--- src/rtl/rv_lsu_bus.sv ---
// rv_lsu_bus: load/store bridge from the pipeline control path to a word-wide data bus.
// Build macro RV_LSU_MISALIGN_TRAP_EN turns misaligned H/HU/W accesses into access faults.
module rv_lsu_bus #(
  parameter int unsigned TO_CYC = 255
) (
  input  logic        clk,
  input  logic        rstn,
  input  logic        mem_read_i,
  input  logic        mem_write_i,
  input  logic [2:0]  funct3_i,
  input  logic [31:0] addr_i,
  input  logic [31:0] wdata_i,
  output logic        stall_o,
  output logic [31:0] rdata_o,
  output logic        done_o,
  output logic        err_o,
  output logic        bus_req_o,
  output logic        bus_we_o,
  output logic [31:0] bus_addr_o,
  output logic [3:0]  bus_be_o,
  output logic [31:0] bus_wdata_o,
  input  logic        bus_ack_i,
  input  logic [31:0] bus_rdata_i
);
  typedef enum logic [1:0] {S_IDLE = 2'd0, S_WAIT = 2'd1, S_DONE = 2'd2} state_t;

  localparam logic [7:0] TO_LAST = 8'(TO_CYC - 1);

  state_t      state_r, state_nxt_s;
  logic        req_s, we_s, bad_s, to_s;
  logic [1:0]  ofs_s, ofs_r;
  logic [2:0]  f3_r;
  logic [7:0]  cnt_r;

  function automatic logic f3_bad(input logic [2:0] f3, input logic we);
    case (f3)
      3'b000, 3'b001, 3'b010: f3_bad = 1'b0;
      3'b100, 3'b101:         f3_bad = we;
      default:                f3_bad = 1'b1;
    endcase
  endfunction

  // Byte lane of the access inside the word; H and W are aligned down.
  function automatic logic [1:0] lane_ofs(input logic [1:0] sz, input logic [1:0] a);
    case (sz)
      2'b00:   lane_ofs = a;
      2'b01:   lane_ofs = {a[1], 1'b0};
      default: lane_ofs = 2'b00;
    endcase
  endfunction

  function automatic logic [3:0] byte_en(input logic [1:0] sz, input logic [1:0] ofs);
    case (sz)
      2'b00:   byte_en = 4'b0001 << ofs;
      2'b01:   byte_en = 4'b0011 << ofs;
      default: byte_en = 4'b1111;
    endcase
  endfunction

  function automatic logic [31:0] store_data(input logic [1:0] sz, input logic [31:0] w);
    case (sz)
      2'b00:   store_data = {4{w[7:0]}};
      2'b01:   store_data = {2{w[15:0]}};
      default: store_data = w;
    endcase
  endfunction

  function automatic logic [31:0] load_ext(input logic [2:0] f3, input logic [1:0] ofs,
                                           input logic [31:0] d);
    logic [31:0] sh;
    sh = d >> {ofs, 3'b000};
    case (f3)
      3'b000:  load_ext = {{24{sh[7]}}, sh[7:0]};
      3'b001:  load_ext = {{16{sh[15]}}, sh[15:0]};
      3'b100:  load_ext = {24'd0, sh[7:0]};
      3'b101:  load_ext = {16'd0, sh[15:0]};
      default: load_ext = sh;
    endcase
  endfunction

`ifdef RV_LSU_MISALIGN_TRAP_EN
  function automatic logic misaligned(input logic [1:0] sz, input logic [1:0] a);
    misaligned = ((sz == 2'b01) && a[0]) || ((sz == 2'b10) && (a != 2'b00));
  endfunction

  assign bad_s = f3_bad(funct3_i, we_s) || misaligned(funct3_i[1:0], addr_i[1:0]);
`else
  assign bad_s = f3_bad(funct3_i, we_s);
`endif

  // A simultaneous read and write request is handled as a store.
  assign req_s = mem_read_i | mem_write_i;
  assign we_s  = mem_write_i;
  assign ofs_s = lane_ofs(funct3_i[1:0], addr_i[1:0]);
  assign to_s  = (cnt_r == TO_LAST);

  // State register.
  always_ff @(posedge clk) begin
    if (!rstn) begin
      state_r <= S_IDLE;
    end else begin
      state_r <= state_nxt_s;
    end
  end

  // Next-state logic; DONE always retires to IDLE so a held request is not replayed.
  always_comb begin
    state_nxt_s = state_r;
    case (state_r)
      S_IDLE: begin
        if (req_s) begin
          state_nxt_s = bad_s ? S_DONE : S_WAIT;
        end else begin
          state_nxt_s = S_IDLE;
        end
      end
      S_WAIT: begin
        if (bus_ack_i || to_s) begin
          state_nxt_s = S_DONE;
        end else begin
          state_nxt_s = S_WAIT;
        end
      end
      S_DONE:  state_nxt_s = S_IDLE;
      default: state_nxt_s = S_IDLE;
    endcase
  end

  // Pipeline hold, combinational so the requesting instruction freezes in its first cycle.
  always_comb begin
    stall_o = 1'b0;
    case (state_r)
      S_IDLE:  stall_o = req_s;
      S_WAIT:  stall_o = 1'b1;
      S_DONE:  stall_o = 1'b0;
      default: stall_o = 1'b0;
    endcase
  end

  // Registered bus signals, timeout counter, completion pulses and load result.
  always_ff @(posedge clk) begin
    if (!rstn) begin
      bus_req_o   <= 1'b0;
      bus_we_o    <= 1'b0;
      bus_addr_o  <= 32'd0;
      bus_be_o    <= 4'b0000;
      bus_wdata_o <= 32'd0;
      done_o      <= 1'b0;
      err_o       <= 1'b0;
      rdata_o     <= 32'd0;
      cnt_r       <= 8'd0;
      f3_r        <= 3'b000;
      ofs_r       <= 2'b00;
    end else begin
      done_o <= 1'b0;
      err_o  <= 1'b0;
      case (state_r)
        S_IDLE: begin
          if (req_s) begin
            cnt_r <= 8'd0;
            f3_r  <= funct3_i;
            ofs_r <= ofs_s;
            if (bad_s) begin
              done_o  <= 1'b1;
              err_o   <= 1'b1;
              rdata_o <= 32'd0;
            end else begin
              bus_req_o   <= 1'b1;
              bus_we_o    <= we_s;
              bus_addr_o  <= {addr_i[31:2], 2'b00};
              bus_be_o    <= byte_en(funct3_i[1:0], ofs_s);
              bus_wdata_o <= store_data(funct3_i[1:0], wdata_i);
            end
          end
        end
        S_WAIT: begin
          if (bus_ack_i) begin
            bus_req_o <= 1'b0;
            done_o    <= 1'b1;
            rdata_o   <= bus_we_o ? 32'd0 : load_ext(f3_r, ofs_r, bus_rdata_i);
          end else if (to_s) begin
            bus_req_o <= 1'b0;
            done_o    <= 1'b1;
            err_o     <= 1'b1;
            rdata_o   <= 32'd0;
          end else begin
            cnt_r <= cnt_r + 8'd1;
          end
        end
        default: begin
        end
      endcase
    end
  end
endmodule

--- config.mk ---
export PLATFORM = sky130hd
export DESIGN_NAME = rv_lsu_bus
export DESIGN_NICKNAME = d
export VERILOG_FILES = /design/src/rtl/rv_lsu_bus.sv
export SDC_FILE = /design/constraint.sdc
export NUM_CORES = 1
export LEC_CHECK = 0
export ABC_AREA = 1
export BUFFER_PORTS_ARGS = -buffer_cell sky130_fd_sc_hd__buf_2
export CELL_PAD_IN_SITES_DETAIL_PLACEMENT = 1
export CELL_PAD_IN_SITES_GLOBAL_PLACEMENT = 2
export CORE_MARGIN = 1.5
export CORE_UTILIZATION = 26
export DETAILED_ROUTE_END_ITERATION = 8
export PLACE_DENSITY = 0.82
export SYNTH_ARGS = -nofsm -noshare
export SYNTH_HDL_FRONTEND = slang
export SYNTH_SLANG_ARGS = --single-unit
--- constraint.sdc ---
create_clock -name clk -period 1.95 [get_ports clk]
set_input_delay 0.195 -clock clk [delete_from_list [all_inputs] [get_ports clk]]
set_output_delay 0.195 -clock clk [all_outputs]
set_load 0.03 [all_outputs]
# Word-level counts from Yosys, hierarchy flattened

Cells that the tools add are included.

Input port bits: 104
Output and inout port bits: 105
Word-level logic and storage cells: 79
Register bits: 117

Bitwise gates (word level): 2
Shift-type cells: 3
Reduce and logical (&&, ||, !) cells: 13
Mux-type cells: 32
Eq/ne operators: 16
Add/subtract/negate cells: 1

Operators with widths:

| cell                | count |
|---|---|
| $mux 32             | 5 |
| $pmux 32 s2         | 2 |
| $pmux 32 s4         | 1 |
| $shr 32x5->32       | 1 |
| $mux 8              | 3 |
| $pmux 8 s2          | 1 |
| $eq 3x3->1 const B  | 4 |
| $reduce_and 4->1    | 3 |
| $ne 2x2->1 const B  | 5 |
| $pmux 1 s2          | 5 |
| $mux 1              | 9 |
| $add 8x1->8 const B | 1 |
| $eq 8x8->1 const B  | 1 |
| $pmux 2 s2          | 2 |
| $pmux 4 s2          | 1 |
| $eq 3x1->1 const B  | 2 |
| $logic_not 3->1     | 2 |
| $mux 2              | 3 |
| $eq 2x1->1 const B  | 2 |
| $logic_not 2->1     | 2 |
| $shl 1x2->4 const A | 1 |
| $shl 2x2->4 const A | 1 |
| $eq 3x2->1 const B  | 1 |
| $ne 3x3->1 const B  | 1 |
| other kinds (8)     | 8 |

# Longest topological paths before layout

Word-level depth: 6
Mapped depth: 10

# Worst setup path before layout

Ideal clock, no wire load.

Kind: register -> register
From: register cnt_r[0]
To: register rdata_o[22]
Arrival time: 1.283 ns
Clock period less this slack: 1.418 ns
Setup time: 0.135 ns
Setup slack: 0.532 ns
Cell stages (with the launch flop): 9
Required time: 1.815 ns
Cells stage by stage: dfxtp_1 > inv_1 > ha_1 > nand2_1 > nor2_1 > nand3_4 > buf_2 > nand4_1 > a21oi_2

Word-level cells in the longest chain between the ends: 3

RTL lines:

| element                           | line | text |
|---|---|---|
| start: declaration                | 33   | `logic [7:0] cnt_r;` |
| start signal: assignment          | 187  | `cnt_r <= cnt_r + 8'd1;` |
| $eq 8x8->1                        | 95   | `assign to_s = (cnt_r == TO_LAST);` |
| $ne 3x3->1 (no source line)       | --   |  |
| $reduce_and 4->1 (no source line) | --   |  |
| end signal: assignment            | 180  | `rdata_o <= bus_we_o ? 32'd0 : load_ext(f3_r, ofs_r, bus_rdata_i);` |
| end: declaration                  | 14   | `output logic [31:0] rdata_o,` |

No other way between the ends.
A chain may end at the register's enable or synchronous reset.

# Worst setup path after layout

From: register cnt_r[0]
To: register cnt_r[6]

Word-level cells in the longest chain between the ends: 4
Elaborated cells on any way between the ends: 7

RTL lines:

| element     | line | text |
|---|---|---|
| $add 8x1->8 | 187  |  |
| $mux 8      | 181  | `end else if (to_s) begin` |
| $mux 8      | 177  | `if (bus_ack_i) begin` |
| $pmux 8 s2  | 157  | `case (state_r)` |

Parallel ways exist; a longest one is shown, timed or not. The select of a mux whose other input is x is not followed.

==> impl_metrics.tcl <==
set metrics [dict create \
    p_leak_nw 3.47 \
    root_buffer "clkbuf_16" \
    hp-start "addr_i[17]" \
    vias 5977 \
    start_util_pct 26.7 \
    insertion_delay_ps 430 \
    finalCritPeriodShare_pct 89.7 \
    comb_power_share_pct 23.7 \
    p_sw_mw 2.70 \
    cts_buffers 17 \
    clk_pin_slew_ps 70 \
    synth-compound-area-share_pct 17.7 \
    endpoint_kind "register" \
    outcome "finished, final reports clean" \
    detailedPlace.worstSlack_ps 240 \
    synth_top_family_by_area "simple AND/OR/NAND/NOR gates" \
    finalSetupTns_ps 0 \
    grt_pass1_vias 5927 \
    ctsHoldBuffers 8 \
    postRouteAntennaNets 0 \
    clock-sinks 116 \
    path_cells "inv_1 > ha_1 > nand2_1 > nor2_1 > nand3_4 > nand3_2 > nor2_1 > nor2_1 > nor2_1" \
    num_rows 53 \
    synth-seq-cells 116 \
    powerDensity_nw_per_um2 1020 \
    r2r-start "cnt_r[0]$_SDFFE_PN0P_" \
    dp_cells 1226 \
    yosys_warnings 0 \
    synth.largest_area_cell "dfxtp_1" \
    htree_levels 4 \
    reg2reg_to "cnt_r[6]$_SDFFE_PN0P_" \
    instances_no_fill 1268 \
    finalHoldViolations 0 \
    min_delay_worst_endpoint "bus_addr_o[17]$_SDFFE_PN0P_" \
    grt-ovfl-total 0 \
    crit_slowest_cell "dfxtp_1" \
    synth-xor-area-share_pct 0.312 \
    whs_ps 15.0 \
    syn_inst 784 \
    yosysTopAreaCellShare_pct 41.3 \
    wl_per_cell_um 16.1 \
    synthAdderAreaFrac_pct 0.445 \
    netlist_area_um2 5620 \
    dieArea_um2 22500 \
    wl_um 20500 \
    io_pins 209 \
    post_cts_resized 0 \
    hold_class "in2reg" \
    grt_max_degree 64 \
    syn_area_per_cell_um2 7.17 \
    dp.final_hpwl_um 14900 \
    path_common_cell "nor2_1" \
    core_area_um2 21100 \
    syn_to_final_growth_pct 33.1 \
    ff2ff_setup_slack_ps 200 \
    clkPwrFrac_pct 41.0 \
    setup_slack_ps 202 \
    clockBufferDepth 2 \
    switching_share_pct 35.4 \
    fp.dieH_um 150 \
    grt_usage_pct 18.4 \
    clock.fmax_mhz 572 \
    rsz0062_at_grt "false" \
    dr.first_iter.drc_count 241 \
    clock-skew-final_ps 8.78 \
    chipWidth_um 150 \
    drive_gt1_share_pct 30.1 \
    drc 0 \
    synth_cell_types 35 \
    power.total_mw 7.65 \
    place_congestion 0.764 \
    finalCriticalPeriod_ps 1750 \
    arrival_ps 2040 \
    p_int_mw 4.94 \
    vias_per_cell 4.71 \
    post_cts.repair.setup_buffers 0 \
    seq_area_frac_synth_pct 41.3 \
    final_util_pct 35.5 \
    cts_tree "done" \
    synth-simple-area-share_pct 31.6 \
    antenna_found_initial 6 \
    firstDrtPassIters 4 \
    worstPathRequired_ps 2240 \
    final_nets 1084 \
    whs_path_depth 3 \
    maxCapViolations 0 \
    drv_slew 0 \
    grt_pass1_wl_um 31900 \
    crit_path_max_fanout 18 \
    crit_path_start_kind "register" \
    synth.top_cells.by_area "dfxtp_1 41%, nand2_1 11%, nor2_1 8.9%" \
    placed_area_um2 6820 \
    port_buffers 206 \
    worst_r2r_path_depth 9 \
    criticalPathCategory "reg2reg" \
    final-setup-viol-count 0 \
    seqPwrFrac_pct 35.3 \
    ir_drop_uv 607 \
    synth.area.mux_share_pct 0 \
    slowest_delay_ps 350 \
    stdcell_area_um2 7480 \
]
[layout by cell type (no fill, tap or decap), types with 5 or more instances in the layout]
cell / instances
buf_2: 206
nand2_1: 167
nor2_1: 134
dfxtp_1: 116
a21oi_1: 87
nand3_1: 48
o21ai_0: 45
nand4_1: 33
o21ai_1: 28
clkbuf_16: 17
buf_4: 15
a21oi_2: 11
inv_1: 10
o211ai_1: 8
inv_6: 8
dlygate4sd3_1: 8
inv_2: 5
nand2_4: 5
buf_12: 5
[sequential cells by signal (all words and copies together) (netlist names)]
signal / flops
ofs_r: 2
rdata_o: 32
bus_req_o: 1
bus_wdata_o: 32
bus_addr_o: 30
bus_be_o: 4
err_o: 1
cnt_r: 8
state_r: 2
bus_we_o: 1
f3_r: 3
[worst max path at each step]
stage | start | endpoint | slack (ps) | depth (start not counted)
5_1_grt | cnt_r[0]$_SDFFE_PN0P_ | cnt_r[6]$_SDFFE_PN0P_ | 40 | 9
3_3_place_gp | cnt_r[0]$_SDFFE_PN0P_ | cnt_r[6]$_SDFFE_PN0P_ | 300 | 9
3_5_place_dp | cnt_r[0]$_SDFFE_PN0P_ | cnt_r[6]$_SDFFE_PN0P_ | 240 | 9
6_report | cnt_r[0]$_SDFFE_PN0P_ | cnt_r[6]$_SDFFE_PN0P_ | 200 | 9
4_1_cts | state_r[1]$_SDFF_PN0_ | stall_o | 180 | 5
2_1_floorplan | cnt_r[0]$_SDFFE_PN0P_ | rdata_o[22]$_SDFFE_PN0P_ | 530 | 8
[cell usage after synthesis (all sizes together)]
cell type and n:
clkinv 2, a31oi 1, o211ai 8, xor2 1, nand3 53, nor2 139
dfxtp 116, buf 47, nand4 33, ha 2, inv 17, nand2 175
conb 1, o21ai 75, xnor2 1, a211oi 2, clkbuf 13, a21oi 98
[routing by layer]
layer	vias up	wire [µm]	part of all wire, %	GRT usage, %
li1	3016	-	-	-
met5	-	48	0.23	0
met1	2726	8990	44	22.1
met4	8	272	1.3	5.69
met2	198	9270	45	29.9
met3	29	1900	9.3	7.47
[worst max-delay path: cells and delay by family (launching register included)]
| kind | cells | cell delay (ps) |
|---|---|---|
| flops | 1 | 350 |
| fa+ha+maj | 1 | 150 |
| simple gates | 7 | 1010 |
| buf+inv | 1 | 110 |
[cell type report]
type / count / area [µm²]
tap: 275 / 344
clock buffer: 17 / 425
sequential: 116 / 2320
antenna: 2 / 5.00
multi-input combinational: 590 / 2830
clock inverter: 15 / 156
timing repair buffer: 234 / 1320
fill: 2723 / 13600
inverter: 19 / 82.6
[cell families after synthesis]
logic type,Yosys count
AND/OR/NAND/NOR,400
AO/OA/AOI/OAI,184
flip-flops,116
buffers and inverters,79
XOR/XNOR,2
adder cells (fa/ha/maj),2
other,1
[power groups by stage]
stage | logic (mW) | registers [mW] | clock network, mW
2_1_floorplan | 0.916 | 3.10 | 0
6_report | 1.81 | 2.70 | 3.14
3_5_place_dp | 1.82 | 2.75 | 0
3_3_place_gp | 1.80 | 2.74 | 0
4_1_cts | 1.84 | 2.70 | 3.21
5_1_grt | 2.00 | 2.73 | 3.32
Note: power is estimated with default switching activity, not from simulation.
